<file path="config.mk">
export PLATFORM = sky130hd
export DESIGN_NAME = alu_mc
export DESIGN_NICKNAME = d
export VERILOG_FILES = /design/src/rtl/alu_pkg.sv /design/src/rtl/alu_iter.sv /design/src/rtl/alu_mc.sv
export SDC_FILE = /design/constraint.sdc
export NUM_CORES = 1
export LEC_CHECK = 0
export ABC_CLOCK_PERIOD_IN_PS = 4300
export CAP_MARGIN = 30
export CORE_ASPECT_RATIO = 0.5
export CORE_MARGIN = 2
export CORE_UTILIZATION = 62
export DETAILED_ROUTE_END_ITERATION = 10
export PLACE_DENSITY = 0.93
export SYNTH_ARGS = -nofsm -noshare
export SYNTH_HDL_FRONTEND = slang
export SYNTH_HIERARCHICAL = 1
export SYNTH_SLANG_ARGS = --single-unit
</file>
<file path="constraint.sdc">
create_clock -name clk -period 4.3 [get_ports clk]
set_input_delay 0.86 -clock clk [delete_from_list [all_inputs] [get_ports clk]]
set_output_delay 0.86 -clock clk [all_outputs]
set_load 0.05 [all_outputs]
</file>
<file path="src/rtl/alu_pkg.sv">
// ============================================================================
// Module      : alu_pkg
// Description : Shared op codes, FSM state encoding and shift-amount width for alu_mc.
// Revision    : 1.0 - initial release
// ============================================================================
`default_nettype none

package alu_pkg;

    typedef enum logic [3:0] {
        OP_ADD  = 4'd0,
        OP_SUB  = 4'd1,
        OP_XOR  = 4'd2,
        OP_ANDN = 4'd3,
        OP_ROL  = 4'd4,
        OP_SLL  = 4'd5,
        OP_ROR  = 4'd6,
        OP_SRL  = 4'd7,
        OP_SEQ  = 4'd8,
        OP_SLT  = 4'd9,
        OP_SLE  = 4'd10,
        OP_SCO  = 4'd11,
        OP_MUL  = 4'd12,
        OP_DIVU = 4'd13,
        OP_REMU = 4'd14,
        OP_BTR  = 4'd15
    } op_t;

    typedef enum logic [1:0] {
        IDLE = 2'd0,
        ITER = 2'd1,
        DONE = 2'd2
    } state_t;

    localparam int DEFAULT_WIDTH = 16;

    function automatic int shamt_width(input int width);
        return $clog2(width);
    endfunction

    localparam int SHAMT_W = shamt_width(DEFAULT_WIDTH);

endpackage

`default_nettype wire

</file>
<file path="src/rtl/alu_iter.sv">
// ============================================================================
// Module      : alu_iter
// Description : Iterative shift-add multiplier / restoring divider with step counter.
//               Divider datapath is built only when ALU_MC_DIV_EN is defined.
// Revision    : 1.0 - initial release
// ============================================================================
`default_nettype none

module alu_iter
    import alu_pkg::*;
#(
    parameter int WIDTH = 16
) (
    input  logic             clk,
    input  logic             rst,
    input  logic             start,
    input  logic             is_div,
    input  logic [WIDTH-1:0] a,
    input  logic [WIDTH-1:0] b,
    input  logic             step_en,
    output logic             done,
    output logic [WIDTH-1:0] product,
    output logic [WIDTH-1:0] quotient,
    output logic [WIDTH-1:0] remainder
);

    localparam int CNT_W = $clog2(WIDTH);

    // r_acc: partial product or partial remainder; r_sh: multiplier or dividend/quotient
    logic [CNT_W-1:0] r_cnt;
    logic [WIDTH-1:0] r_acc;
    logic [WIDTH-1:0] r_sh;
    logic [WIDTH-1:0] r_mc;
    logic [WIDTH-1:0] w_acc_nxt;
    logic [WIDTH-1:0] w_sh_nxt;
    logic [WIDTH-1:0] w_mc_nxt;

`ifdef ALU_MC_DIV_EN
    logic             r_div;
    logic [WIDTH:0]   w_trial;
    logic             w_ge;

    assign w_trial = {r_acc, r_sh[WIDTH-1]};
    assign w_ge    = (w_trial >= {1'b0, r_mc});

    always_comb begin
        w_acc_nxt = r_sh[0] ? (r_acc + r_mc) : r_acc;
        w_sh_nxt  = r_sh >> 1;
        w_mc_nxt  = r_mc << 1;
        if (r_div) begin
            // Partial remainder stays below the divisor, so WIDTH bits suffice
            w_acc_nxt = w_ge ? (w_trial[WIDTH-1:0] - r_mc) : w_trial[WIDTH-1:0];
            w_sh_nxt  = {r_sh[WIDTH-2:0], w_ge};
            w_mc_nxt  = r_mc;
        end
    end

    always_ff @(posedge clk or posedge rst) begin
        if (rst) begin
            r_div <= 1'b0;
        end else if (start) begin
            r_div <= is_div;
        end
    end
`else
    logic w_unused_is_div;
    assign w_unused_is_div = is_div;

    always_comb begin
        w_acc_nxt = r_sh[0] ? (r_acc + r_mc) : r_acc;
        w_sh_nxt  = r_sh >> 1;
        w_mc_nxt  = r_mc << 1;
    end
`endif

    always_ff @(posedge clk or posedge rst) begin
        if (rst) begin
            r_cnt <= '0;
            r_acc <= '0;
            r_sh  <= '0;
            r_mc  <= '0;
        end else if (start) begin
            r_cnt <= CNT_W'(WIDTH - 1);
            r_acc <= '0;
`ifdef ALU_MC_DIV_EN
            r_sh  <= is_div ? a : b;
            r_mc  <= is_div ? b : a;
`else
            r_sh  <= b;
            r_mc  <= a;
`endif
        end else if (step_en) begin
            r_acc <= w_acc_nxt;
            r_sh  <= w_sh_nxt;
            r_mc  <= w_mc_nxt;
            if (r_cnt != '0) begin
                r_cnt <= r_cnt - 1'b1;
            end
        end
    end

    // Outputs include the step in flight so the caller can latch on the last step
    assign done      = (r_cnt == '0);
    assign product   = w_acc_nxt;
    assign quotient  = w_sh_nxt;
    assign remainder = w_acc_nxt;

endmodule

`default_nettype wire

</file>
<file path="src/rtl/alu_mc.sv">
// ============================================================================
// Module      : alu_mc
// Description : Multi-cycle execute-stage ALU with valid/ready handshake.
//               Define ALU_MC_DIV_EN to build the DIVU/REMU datapath.
// Revision    : 1.0 - initial release
// ============================================================================
`default_nettype none

module alu_mc
    import alu_pkg::*;
#(
    parameter int WIDTH = 16
) (
    input  logic             clk,
    input  logic             rst,
    input  logic             in_valid,
    output logic             in_ready,
    input  logic [3:0]       op,
    input  logic [WIDTH-1:0] a,
    input  logic [WIDTH-1:0] b,
    output logic             out_valid,
    input  logic             out_ready,
    output logic [WIDTH-1:0] result,
    output logic             z,
    output logic             n,
    output logic             p,
    output logic             err,
    output logic             busy
);

    localparam int         SH_W    = $clog2(WIDTH);
    localparam logic [1:0] ST_IDLE = IDLE;
    localparam logic [1:0] ST_ITER = ITER;
    localparam logic [1:0] ST_DONE = DONE;

    logic [1:0]       r_state;
    logic [WIDTH-1:0] r_result;
    logic             r_err;
    logic [3:0]       r_op;

    logic             w_accept;
    logic             w_start;
    logic             w_is_div;
    logic             w_done;
    logic [WIDTH-1:0] w_product;
    logic [WIDTH-1:0] w_quotient;
    logic [WIDTH-1:0] w_remainder;
    logic [WIDTH-1:0] w_single;
    logic [WIDTH:0]   w_sum;
    logic [WIDTH-1:0] w_diff;
    logic             w_ovf;
    logic             w_lt;
    logic             w_eq;
    logic [SH_W-1:0]  w_shamt;
    logic [SH_W-1:0]  w_shamt_neg;
    logic [WIDTH-1:0] w_rol;
    logic [WIDTH-1:0] w_ror;

    assign in_ready  = (r_state == ST_IDLE) | ((r_state == ST_DONE) & out_ready);
    assign out_valid = (r_state == ST_DONE);
    assign busy      = (r_state == ST_ITER);
    assign w_accept  = in_valid & in_ready;
    assign w_is_div  = (op == OP_DIVU) | (op == OP_REMU);

`ifdef ALU_MC_DIV_EN
    assign w_start = w_accept & ((op == OP_MUL) | (w_is_div & (b != '0)));
`else
    assign w_start = w_accept & (op == OP_MUL);
`endif

    assign w_sum  = {1'b0, a} + {1'b0, b};
    assign w_diff = a - b;
    // Signed a<b is the sign of a-b corrected for two's-complement overflow
    assign w_ovf  = (a[WIDTH-1] ^ b[WIDTH-1]) & (w_diff[WIDTH-1] ^ a[WIDTH-1]);
    assign w_lt   = w_diff[WIDTH-1] ^ w_ovf;
    assign w_eq   = (a == b);

    // Shift by (WIDTH - s) mod WIDTH, so a zero amount degenerates to a | a
    assign w_shamt     = b[SH_W-1:0];
    assign w_shamt_neg = SH_W'(0) - w_shamt;
    assign w_rol       = (a << w_shamt) | (a >> w_shamt_neg);
    assign w_ror       = (a >> w_shamt) | (a << w_shamt_neg);

    always_comb begin
        w_single = '0;
        case (op)
            OP_ADD:  w_single = w_sum[WIDTH-1:0];
            OP_SUB:  w_single = w_diff;
            OP_XOR:  w_single = a ^ b;
            OP_ANDN: w_single = a & ~b;
            OP_ROL:  w_single = w_rol;
            OP_SLL:  w_single = a << w_shamt;
            OP_ROR:  w_single = w_ror;
            OP_SRL:  w_single = a >> w_shamt;
            OP_SEQ:  w_single = {{(WIDTH-1){1'b0}}, w_eq};
            OP_SLT:  w_single = {{(WIDTH-1){1'b0}}, w_lt};
            OP_SLE:  w_single = {{(WIDTH-1){1'b0}}, w_lt | w_eq};
            OP_SCO:  w_single = {{(WIDTH-1){1'b0}}, w_sum[WIDTH]};
            OP_BTR: begin
                for (int i = 0; i < WIDTH; i++) begin
                    w_single[i] = a[WIDTH-1-i];
                end
            end
            default: w_single = '0;
        endcase
    end

    alu_iter #(
        .WIDTH(WIDTH)
    ) u_iter (
        .clk      (clk),
        .rst      (rst),
        .start    (w_start),
        .is_div   (w_is_div),
        .a        (a),
        .b        (b),
        .step_en  (busy),
        .done     (w_done),
        .product  (w_product),
        .quotient (w_quotient),
        .remainder(w_remainder)
    );

    always_ff @(posedge clk or posedge rst) begin
        if (rst) begin
            r_state  <= ST_IDLE;
            r_result <= '0;
            r_err    <= 1'b0;
            r_op     <= 4'd0;
        end else if (w_accept) begin
            r_op  <= op;
            r_err <= 1'b0;
            if (op == OP_MUL) begin
                r_state <= ST_ITER;
            end else if (w_is_div) begin
`ifdef ALU_MC_DIV_EN
                if (b == '0) begin
                    r_state  <= ST_DONE;
                    r_err    <= 1'b1;
                    r_result <= (op == OP_DIVU) ? '1 : a;
                end else begin
                    r_state <= ST_ITER;
                end
`else
                r_state  <= ST_DONE;
                r_err    <= 1'b1;
                r_result <= '0;
`endif
            end else begin
                r_state  <= ST_DONE;
                r_result <= w_single;
            end
        end else if ((r_state == ST_ITER) && w_done) begin
            r_state  <= ST_DONE;
            r_result <= (r_op == OP_MUL)  ? w_product  :
                        (r_op == OP_DIVU) ? w_quotient : w_remainder;
        end else if ((r_state == ST_DONE) && out_ready) begin
            r_state <= ST_IDLE;
        end
    end

    assign result = r_result;
    assign err    = r_err;
    assign z      = (r_result == '0);
    assign n      = r_result[WIDTH-1];
    assign p      = ~z & ~n;

endmodule

`default_nettype wire

</file>
Word level (Yosys, flattened, before mapping)
Cells that the tools add are included.

operators by class
  add/subtract/negate cells = 5
  multipliers = 0
  div/mod/pow operators = 0
  $lt $le $gt $ge = 0
  equality and inequality tests = 21
  shift operators = 4
  mux-type cells = 23
  bitwise gates (word level) = 18
  reductions and logical operators = 13

operators by type and width
  kind                                                 number
  2-to-1 mux 16 bit                                    13
  case mux 16 bit (13 select lines)                    1
  equality test 4 bit, second input constant           10
  bitwise OR 16 bit                                    2
  left shift 16 x 4 -> 16 bit                          2
  right shift 16 x 4 -> 16 bit                         2
  adder 16 x 16 -> 17 bit                              1
  adder 16 bit                                         1
  bitwise AND 16 bit                                   1
  equality test 16 bit                                 1
  equality test 4 x 3 -> 1 bit, second input constant  4
  logical NOT 16 bit                                   1
  NOT 16 bit                                           1
  subtractor 16 bit                                    1
  bitwise XOR 16 bit                                   1
  2-to-1 mux 4 bit                                     3
  equality test 4 x 2 -> 1 bit, second input constant  2
  logical NOT 4 bit                                    2
  2-to-1 mux 2 bit                                     4
  nonzero test 2 bit                                   3
  bitwise AND 1 bit                                    5
  equality test 4 x 1 -> 1 bit, second input constant  1
  AND reduction 2 bit                                  2
  nonzero test 4 bit                                   1
  other kinds (12)                                     19

storage, ports and cells
  bits in registers = 75
  latch bits = 0
  memory bits (writable) = 0
  memory bits (read-only) = 0
  input port bits = 40
  output and inout bits = 23
  memories kept = 0

Logic depth before layout (Yosys ltp)
  word-level depth = 9
  gate-level depth with buffers = 19

By module
Netlist, hierarchy kept.

by module, submodules not included
  module    times used  cells each  area an instance (um^2)
  alu_mc    1           905         6726.5
  alu_iter  1           390         3565.9

Worst setup path before layout
No wires, ideal clock.

  kind = input -> register
  from = input b[2]
  to = register r_result[15] (netlist: result[15])
  arrival = 4034 ps
  path slack = 128 ps
  stages = 18
  buffers on the path = 3
  path through = buf_4 clkinv_1 buf_1 ha_1 clkbuf_1 o21a_1 o31a_1 o31a_1 o31a_1 o21ai_0 nand2b_1 fa_1 mux2i_1 o22ai_1 a21oi_1 nand3_1 nor4_1 a31oi_1

between the ends
  word-level cells in the longest chain between the ends = 7
  elaborated cells between the ends (all ways) = 13

ends and longest elaborated chain
  element                                                                             line                        RTL
  from (decl)                                                                         alu_mc.sv:20                input logic [WIDTH-1:0] b,
  subtractor 1 x 4 -> 4 bit                                                           alu_mc.sv:80                assign w_shamt_neg = SH_W'(0) - w_shamt;
  left shift 16 x 4 -> 16 bit / right shift 16 x 4 -> 16 bit (equally long branches)  alu_mc.sv:82, alu_mc.sv:81
  bitwise OR 16 bit (on tied branches)                                                alu_mc.sv:82, alu_mc.sv:81
  case mux 16 bit (13 select lines) (*)                                               alu_mc.sv:86                case (op)
  2-to-1 mux 16 bit (*)                                                               alu_mc.sv:135               end else if (w_is_div) begin
  2-to-1 mux 16 bit (*)                                                               alu_mc.sv:133               if (op == OP_MUL) begin
  2-to-1 mux 16 bit (*)                                                               alu_mc.sv:130               end else if (w_accept) begin
  to (signal assigned)                                                                alu_mc.sv:151               r_result <= w_single;
  to (signal assigned)                                                                alu_mc.sv:155               r_result <= (r_op == OP_MUL) ? w_product :
  to (decl)                                                                           alu_mc.sv:37                logic [WIDTH-1:0] r_result;

Every way passes the cells marked *; elsewhere a longest branch is shown, timed or not. The select of a mux whose other input is x is not followed.
A chain may end at the register's enable or synchronous reset.

Final worst setup path
  from = register u_iter.r_acc[0]
  to = register r_result[8] (netlist: result[8])

between the ends
  word-level cells in the longest chain between the ends = 6

ends and longest elaborated chain
  element                 line            RTL
  from (decl)             alu_iter.sv:31  logic [WIDTH-1:0] r_acc;
  from (signal assigned)  alu_iter.sv:93  r_acc <= w_acc_nxt;
  adder 16 bit (*)        alu_iter.sv:70  w_acc_nxt = r_sh[0] ? (r_acc + r_mc) : r_acc;
  2-to-1 mux 16 bit (*)   alu_iter.sv:70
  named net w_product[8]  alu_mc.sv:45    logic [WIDTH-1:0] w_product;
  2-to-1 mux 16 bit       alu_mc.sv:156   (r_op == OP_DIVU) ? w_quotient : w_remainder;
  2-to-1 mux 16 bit (*)   alu_mc.sv:155
  2-to-1 mux 16 bit (*)   alu_mc.sv:153   end else if ((r_state == ST_ITER) && w_done) begin
  2-to-1 mux 16 bit (*)   alu_mc.sv:130

The timed path passes the listed nets; every way through them passes the cells marked *. The select of a mux whose other input is x is not followed.

==> flow_summary.ini <==
[sta]
setup_tns_ns = 0
drv_slew = 0
finClkSkew_ns = 0.0120
slew_headroom = 0.299
fmax_mhz = 235
setup_viol = 0
worst_slew_pin_slew_ns = 1.04
layout_min_cycle_time_ns = 4.25
rsz0062_at_grt = false
hold_violations = 0
post-route-period-util = 0.989

[global_route]
antenna_found_initial = 2
use_met2 = 0.720
grt_pass1_wl_um = 64000
use_met3 = 0.136
track_usage = 0.486
grt_remaining_overflow = 0
first_global_vias = 10700
grt_max_degree = 63
grt-busiest-layer = met2
grt_use_met1 = 0.668

[setup_path]
worstPathRequired_ns = 4.52
crit_type = register to register
rr_startpoint = u_iter/r_acc[0]$_DFFE_PP0P_
arrival_ns = 4.47
start_kind = register
cp-end-kind = register
crit_start = u_iter/r_acc[0]$_DFFE_PP0P_
crit_fanout = 4

[synth]
synthArstFlopShare = 1.00
ys_seq_area_frac = 0.182
synth_top_area_frac = 0.182
synth_cell_types = 89
yosys_warnings = 6
synthAdderAreaFrac = 0.0686
synth_edf_count = 0
synth_seq_cells = 75
syn_area_per_cell_um2 = 7.95
syn_area_um2 = 10300
synth_compound_area_frac = 0.251
synth_top_family_by_area = compound AO/OA/AOI/OAI gates
synthXorXnorAreaFrac = 0.0212
synth_fp_nets = 1389
synth_mux_area_frac = 0.199
synth_area_leaders = dfrtp_1 (18%), mux2i_1 (9.6%), mux4_2 (6.3%)
netlist_instances = 1295
ys.flop_type = dfrtp_1
yosys.area_share.simple = 0.190
yosys.area.top_type = dfrtp_1

[clocking]
clock_latency_ns = 0.34
postCtsHoldBufs = 0
clk_path_buf_depth = 2
htree_levels = 3
cts_setup_buffers = 0
cts_inserted_buffers = 9
cts_root_buf = clkbuf_16
clock-sinks = 75
cts-resized-gates = 0
clk_pin_slew_ns = 0.06
cts_tree = done

[route]
first_pass_iters = 5
routed-via-count = 11600
dr.first_iter.drc_count = 1847
viasPerCell = 7.47
wl_per_cell_um = 27.8
drc = 0
wl_um = 43000
ant_nets = 0

[hold_path]
worstHoldPathType = register to register
hp-start = r_op[2]$_DFFE_PP0P_

[flow_run]
cap_viol_max_count = 0

[power]
ir_drop_mv = 0.494
p_total_mw = 6.74
p_per_area_nw_per_um2 = 584
leakage_nw = 4.64

[floorplan]
row_count = 33
io_pins = 63
fp.dieArea_um2 = 17700
core_region_area_um2 = 16300
chipHeight_um = 95.1
die_w_um = 186
initial_utilization = 0.631

[cells_and_area]
area_growth_pct = 12.1
final_nets = 1405
drive_gt1_frac = 0.147

[place]
place.gp.congestion = 1.14
io_buffer_count = 62
detailed_place_hpwl_um = 31200

[outcome]
status = completed
[power by group]
part	leakage, nW	internal, mW	switching (mW)
registers	0.907	1.03	0.363
logic	3.57	1.72	2.77
clock network	0.161	0.532	0.323
total	4.64	3.28	3.46
[cell type report]
type	count	area (um2)
clock inverters	6	96.3
clock buffers	10	239
well taps	227	284
inverters	48	180
diodes	3	7.51
multi-input cells	1028	7530
repair buffers	149	1320
flip-flops and latches	75	1880
fillers	1279	4770
[critical path, stage by stage (launching register included)]
cell       delay [ns]
dfrtp_1          0.42
ha_1             0.27
fa_1             0.48
a211oi_2         0.24
o21bai_1         0.13
a41o_2           0.33
xor2_1           0.17
mux2_2           0.31
mux2_2           0.28
mux2i_1          0.26
o22ai_1          0.21
a2111oi_0        0.43
o2111ai_1        0.31
a31oi_1          0.24
nor2_1           0.07
[layer usage]
layer  routed length [um]  vias to the layer above
met4                 1870                        2
met3                 6250                      189
met1                17000                     5508
met2                17900                      999
met5                   16                        -
li1                     -                     4856
[worst paths after layout]
check | endpoint | slack, ns | depth (start not counted)
setup / recovery | result[8]$_DFFE_PP0P_ | 0.05 | 14
hold / removal | r_op[2]$_DFFE_PP0P_ | 0.49 | 2
setup reg to reg | result[8]$_DFFE_PP0P_ | 0.05 | 14
hold reg to reg | r_op[2]$_DFFE_PP0P_ | 0.49 | 2
max in group asynchronous | u_iter/r_mc[9]$_DFFE_PP0P_ | 2.57 | 3
min in group asynchronous | err$_DFFE_PP0P_ | 0.82 | 2
[cell families (layout without fill, tap and decap cells)]
kind of cell / after synthesis / in the layout
AND/OR/NAND/NOR: 410 / 410
flip-flops: 75 / 75
multiplexers: 164 / 164
buffers and inverters: 192 / 213
AO/OA/AOI/OAI: 375 / 375
other: 1 / 4
XOR/XNOR: 24 / 24
adder cells (fa/ha/maj): 54 / 54
[Yosys cell counts (all sizes together) (12+ instances only)]
library cell,number
nand3,28
nor2b,15
dfrtp,75
mux2,36
nand4,13
ha,50
a21oi,58
nand2b,12
nor4,17
mux4,29
o21ai,95
clkbuf,76
buf,68
o22ai,16
nand2,129
nor2,114
mux2i,99
xnor2,20
a31oi,15
inv,45
o211ai,18
a22oi,15
nor3,33
a211oi,31
a21o,14
[sequential cells by signal, summed over array words and instances (netlist names)]
name,flops
err,1
u_iter/r_mc,16
u_iter/r_cnt,4
r_op,4
result,16
r_state,2
u_iter/r_sh,16
u_iter/r_acc,16
[layout by cell type (no fill, tap or decap), types with 9 or more instances in the layout]
| master | synthesis | layout |
|---|---|---|
| nor2_1 | 113 | 113 |
| o21ai_0 | 93 | 93 |
| ha_1 | 50 | 50 |
| a211oi_1 | 29 | 29 |
| xnor2_1 | 20 | 20 |
| mux2i_1 | 99 | 99 |
| nor2b_1 | 15 | 14 |
| clkbuf_16 | 0 | 9 |
| inv_1 | 44 | 43 |
| clkdlybuf4s50_1 | 0 | 60 |
| a21oi_1 | 58 | 58 |
| nand4_1 | 13 | 13 |
| nand2_1 | 129 | 129 |
| nor3_1 | 33 | 32 |
| nand3_1 | 27 | 27 |
| buf_4 | 37 | 83 |
| mux2_2 | 36 | 36 |
| o211ai_1 | 18 | 18 |
| dfrtp_1 | 75 | 75 |
| o22ai_1 | 16 | 16 |
| a21o_1 | 14 | 14 |
| mux4_2 | 29 | 29 |
| o31a_1 | 9 | 9 |
| nor4_1 | 16 | 16 |
| a31oi_1 | 15 | 15 |
| a22oi_1 | 15 | 15 |
| nand2b_1 | 12 | 12 |
[stage by stage]
step	std cells	cell area, um2	utilization	worst slack (ns)	hold WS, ns
global route	1543	11500	0.707	0.00691	0.516
CTS	1542	11500	0.705	0.176	0.483
global placement	1525	11200	0.684	0.114	0.451
detailed placement	1526	11200	0.685	0.0366	0.458
floorplan	1295	10300	-	0.128	0.438
finish	1546	11500	0.707	0.0478	0.486
Power figures use the tool's default switching activity.
